==> config.mk <==
export PLATFORM = sky130hd
export DESIGN_NAME = pipe_stage_reg
export DESIGN_NICKNAME = d
export VERILOG_FILES = /design/src/rtl/pipe_pkg.sv /design/src/rtl/pipe_stage_reg.sv
export SDC_FILE = /design/constraint.sdc
export NUM_CORES = 1
export LEC_CHECK = 0
export BUFFER_PORTS_ARGS = -buffer_cell sky130_fd_sc_hd__buf_2
export CORE_AREA = 2 2 235 214
export CTS_CLUSTER_DIAMETER = 80
export CTS_CLUSTER_SIZE = 16
export DETAILED_ROUTE_END_ITERATION = 6
export DIE_AREA = 0 0 237 216
export SYNTH_ARGS = -nofsm -noshare
export SYNTH_HDL_FRONTEND = slang
export SYNTH_SLANG_ARGS = --single-unit
==> constraint.sdc <==
create_clock -name Clk -period 25.4 [get_ports Clk]
set_input_delay 5.08 -clock Clk [delete_from_list [all_inputs] [get_ports Clk]]
set_output_delay 5.08 -clock Clk [all_outputs]
set_load 0.02 [all_outputs]
==> src/rtl/pipe_pkg.sv <==
// Shared definitions for the pipeline stage register: state encoding and default widths.
package pipe_pkg;

  typedef enum logic [1:0] {
    ST_EMPTY = 2'd0,
    ST_BUSY  = 2'd1,
    ST_FULL  = 2'd2
  } state_e;

  localparam int CTRL_W_DEF = 8;
  localparam int STALL_W    = 16;

endpackage

==> src/rtl/pipe_stage_reg.sv <==
// Two-entry pipeline stage (main + inline skid register) with registered in_ready,
// synchronous flush and a saturating downstream-stall counter.
module pipe_stage_reg
  import pipe_pkg::*;
#(
  parameter int DATA_W    = 32,
  parameter int NUM_LANES = 6,
  parameter int CTRL_W    = CTRL_W_DEF
) (
  input  logic                        Clk,
  input  logic                        Rst,
  input  logic                        Flush,
  input  logic                        in_valid,
  output logic                        in_ready,
  input  logic [CTRL_W-1:0]           in_ctrl,
  input  logic [NUM_LANES*DATA_W-1:0] in_data,
  output logic                        out_valid,
  input  logic                        out_ready,
  output logic [CTRL_W-1:0]           out_ctrl,
  output logic [NUM_LANES*DATA_W-1:0] out_data,
  output logic [STALL_W-1:0]          stall_cnt
);

  localparam int LANES_W = NUM_LANES * DATA_W;

  state_e               state_p0;
  state_e               state_nxt;
  logic [CTRL_W-1:0]    main_ctrl_p0;
  logic [LANES_W-1:0]   main_data_p0;
  logic [CTRL_W-1:0]    skid_ctrl_p0;
  logic [LANES_W-1:0]   skid_data_p0;
  logic                 in_ready_p0;
  logic [STALL_W-1:0]   stall_cnt_p0;
  logic                 vld_p0;

  logic                 in_xfer;
  logic                 out_xfer;
  logic                 load_main_in;
  logic                 load_main_skid;
  logic                 load_skid;

  function automatic logic [STALL_W-1:0] sat_inc(input logic [STALL_W-1:0] v);
    return (v == '1) ? v : v + 1'b1;
  endfunction

  assign vld_p0    = (state_p0 != ST_EMPTY);
  assign out_valid = vld_p0;
  assign in_ready  = in_ready_p0;
  assign out_ctrl  = main_ctrl_p0;
  assign out_data  = main_data_p0;
  assign stall_cnt = stall_cnt_p0;

  always_comb begin
    state_nxt      = state_p0;
    load_main_in   = 1'b0;
    load_main_skid = 1'b0;
    load_skid      = 1'b0;
    in_xfer        = in_valid & in_ready_p0;
    out_xfer       = vld_p0 & out_ready;

    case (state_p0)
      ST_EMPTY: begin
        if (in_xfer) begin
          state_nxt    = ST_BUSY;
          load_main_in = 1'b1;
        end
      end
      ST_BUSY: begin
        if (in_xfer && !out_xfer) begin
          state_nxt = ST_FULL;
          load_skid = 1'b1;
        end else if (!in_xfer && out_xfer) begin
          state_nxt = ST_EMPTY;
        end else if (in_xfer && out_xfer) begin
          load_main_in = 1'b1;
        end
      end
      ST_FULL: begin
        // in_ready is low here, so only the downstream side can move
        if (out_xfer) begin
          state_nxt      = ST_BUSY;
          load_main_skid = 1'b1;
        end
      end
      default: state_nxt = ST_EMPTY;
    endcase

    if (Flush) begin
      state_nxt      = ST_EMPTY;
      load_main_in   = 1'b0;
      load_main_skid = 1'b0;
      load_skid      = 1'b0;
    end
  end

  // Stage p0: state, main and skid registers
  always_ff @(posedge Clk or posedge Rst) begin
    if (Rst) begin
      state_p0     <= ST_EMPTY;
      in_ready_p0  <= 1'b0;
      main_ctrl_p0 <= '0;
      main_data_p0 <= '0;
      skid_ctrl_p0 <= '0;
      skid_data_p0 <= '0;
      stall_cnt_p0 <= '0;
    end else begin
      state_p0    <= state_nxt;
      in_ready_p0 <= (state_nxt != ST_FULL);

      if (Flush) begin
        // flushed entries keep their lanes; only the control field is squashed
        main_ctrl_p0 <= '0;
        skid_ctrl_p0 <= '0;
      end else begin
        if (load_main_in) begin
          main_ctrl_p0 <= in_ctrl;
          main_data_p0 <= in_data;
        end else if (load_main_skid) begin
          main_ctrl_p0 <= skid_ctrl_p0;
          main_data_p0 <= skid_data_p0;
        end
        if (load_skid) begin
          skid_ctrl_p0 <= in_ctrl;
          skid_data_p0 <= in_data;
        end
      end

      if (vld_p0 && !out_ready)
        stall_cnt_p0 <= sat_inc(stall_cnt_p0);
    end
  end

endmodule

==> reports/metrics.cfg <==
[setup_path]
worstReg2RegStart=state_p0[0]
worstSetupStartpointType=primary input
path_class=in2reg
path_cells=buf_2, nand3b_1, nor2_4, buf_4, a22oi_1, o21ai_0
cpPeakStageDelay_ns=1.02
cp_top_family=simple AND/OR/NAND/NOR gates
worstPathArrival_ns=7.85
r2r-end=out_data[51]
regToRegSetupSlack_ns=22.12
path_buf_inv=2
end_kind=register
slowest_stage=nor2_4
critPathMaxFanout=81
reg2reg_depth=5
cp.required_ns=25.89

[floorplanning]
die_area_mm2=0.0512
core_area_mm2=0.0487
die_w_um=237
row_count=77
ios=423
die_h_um=216
initial_core_util_pct=34.8

[timing]
tns_ns=0
tightest_slew_ns=1.26
post-route-period-util_pct=29.0
relSlewSlack_pct=16.0
drv_slew=0
rsz0062_at_grt=no
skew_ns=0.0202
timing.fmax_mhz=136
setup_violations=0
fin_crit_ns=7.37
timing_hold_violations_final=0

[yosys]
syn_area_mm2=0.0169
synth_top_area_share_pct=61.9
yosysWarningCount=0
syn_avg_cell_area_um2=12.2
yosys.area.top_type=dfrtp_1
syn_inst=1385
synth.area.top_cells=dfrtp_1 62%, mux2_2 13%, a22oi_1 8.5%
ys_types=38
yosysSeqAreaShare_pct=61.9
ys_ff_latch=419
synth_nets=1591

[route]
routed-via-count=12100
drc_errors=0
totalWireLength_um=44200
first_pass_iters=4
wire_per_inst_um=18.4
ant_nets=0
drt_iter0_markers=748
via_per_inst=5.01

[hold_path]
hp-class=reg2reg
whs_endpoint=out_ctrl[6]
hp-start=out_ctrl[6]
min_path_cells=1

[pwr]
power_frac_seq_pct=52.3
p_clk_share_pct=26.8
combinationalPowerShare_pct=20.9
p_leak_nw=9.76
netSwitchingFraction_pct=30.1
ir_drop_v=0.0000510
p_switching_mw=0.520
power_per_cell_area_mw_per_mm2=84.5
p_int_mw=1.21

[grt]
top_usage_layer=met2
use_met3_pct=4.21
antenna_found_initial=14
grt_pass1_wl_um=69600
grt_pass1_vias=12100
grt_util_met2_pct=26.2
grt_start_max_net_pins=201
grt.overflow.total=0
grt_use_total_pct=16.8
global_route.usage.met1_pct=23.2

[clock_network]
cts_setup_buffers=0
path_clk_slew_ns=0.07
root_buffer=clkbuf_16
cts_resized=0
clk_path_buf_depth=3
htreeDepth=1
clk_latency_ns=0.58
holdBufCountCts=0
clock_sinks=419
cts_tree=yes
numCtsBuffers=31

[cells_and_area]
syn_to_final_growth_pct=20.9
fin_nets=1969
final_cells=2407
final_common_cell=buf_2
seqCellArea_mm2=0.0105
final_core_util_pct=42.1
final_layout_size_suffix_gt1_share_pct=38.1
final_cell_mix=422 x buf_2, 419 x dfrtp_1, 196 x mux2_2
multiInputGateArea_mm2=0.00535
nFillCells=4626

[placement]
io_buffer_count=422
hpwl_um=28300
dp.cells=2362
globalplace.congestion=0.802

[run_status]
status=finished clean

[run]
max_cap_violations=0

layer usage:
metal / up-vias / wire [µm] / part of all wire [%]
li1: 5569 / - / -
met1: 6085 / 19700 / 44
met2: 326 / 20700 / 47
met3: 77 / 2680 / 6.1
met4: 10 / 1170 / 2.6
met5: - / 56 / 0.13
kinds of logic (layout without fill, tap and decap cells):
kind of cell	after synthesis	after routing	share of synthesized area [%]
flip-flops	419	419	61.9
AO/OA/AOI/OAI	417	417	15.7
buffers and inverters	284	666	6.68
multiplexers	197	197	13.1
AND/OR/NAND/NOR	53	53	1.84
XOR/XNOR	14	14	0.724
adder cells (fa/ha/maj)	1	1	0.0738
other	0	8	0
state kept, by name, summed over array words and instances, names as in the netlist:
signal / flops
in_ready: 1
out_ctrl: 8
out_data: 192
skid_ctrl_p0: 8
skid_data_p0: 192
stall_cnt: 16
state_p0: 2
final cells by class:
type	instances	share of cell area [%]
Antenna cell	8	0.0978
Clock buffer	34	3.94
Clock inverter	3	0.269
Inverter	196	3.63
Multi-Input combinational cell	682	26.1
Sequential cell	419	51.2
Tap cell	632	3.86
Timing Repair Buffer	433	10.8
stage by stage:
step                      power, mW  area (µm²)  setup slack [ns]  hold slack [ns]
after floorplan                1.14       16900              8.66            0.467
after global placement         1.27       19600             17.43            0.476
after detailed placement       1.28       19600             17.38            0.479
after CTS                      1.76       20500             18.04            0.499
after global routing           1.83       20500             17.77            0.517
final                          1.73       20500             18.03            0.495
worst register-to-register path: stages (launching register included):
cell and delay, ns:
dfrtp_1 0.46, nand3b_1 0.40, nor2_4 1.02, buf_4 0.92
a22oi_1 0.25, o21ai_0 0.14
cell usage after synthesis:
library cell	instances
a21o_1	2
a21oi_1	5
a22o_1	10
a22oi_1	192
a311o_1	1
and3_1	1
and3b_1	1
and4_1	2
buf_1	12
buf_2	52
clkbuf_1	24
dfrtp_1	419
ha_1	1
inv_1	196
mux2_2	196
mux2i_1	1
nand2_1	7
nand2b_1	1
nand3_1	5
nand3b_1	3
nand4_1	3
nor2_1	10
nor2b_1	1
nor3_1	9
nor3b_1	2
nor4_1	1
nor4_2	1
nor4_4	1
nor4b_1	2
o21a_1	6
o21ai_0	193
o21bai_1	1
o21bai_2	1
o2bb2ai_1	6
or2_2	1
or3_1	2
xnor2_1	2
xor2_1	12
power groups by stage:
stage / clock network, mW / logic [mW] / registers, mW
after global placement: 0 / 0.358 / 0.909
final: 0.464 / 0.362 / 0.904
after floorplan: 0 / 0.163 / 0.976
after global routing: 0.508 / 0.396 / 0.923
after CTS: 0.485 / 0.368 / 0.904
after detailed placement: 0 / 0.367 / 0.915
worst max-delay path by stage:
stage / start / end / slack (ns) / cells past startpoint
2_1_floorplan: Rst / in_ready / 8.66 / 1
3_3_place_gp: out_ready / out_data[102] / 17.43 / 6
3_5_place_dp: out_ready / out_data[81] / 17.38 / 6
4_1_cts: out_ready / out_data[81] / 18.04 / 6
5_1_grt: out_ready / out_data[136] / 17.77 / 6
6_report: out_ready / out_data[51] / 18.03 / 6
Note: power is estimated with default switching activity, not from simulation.
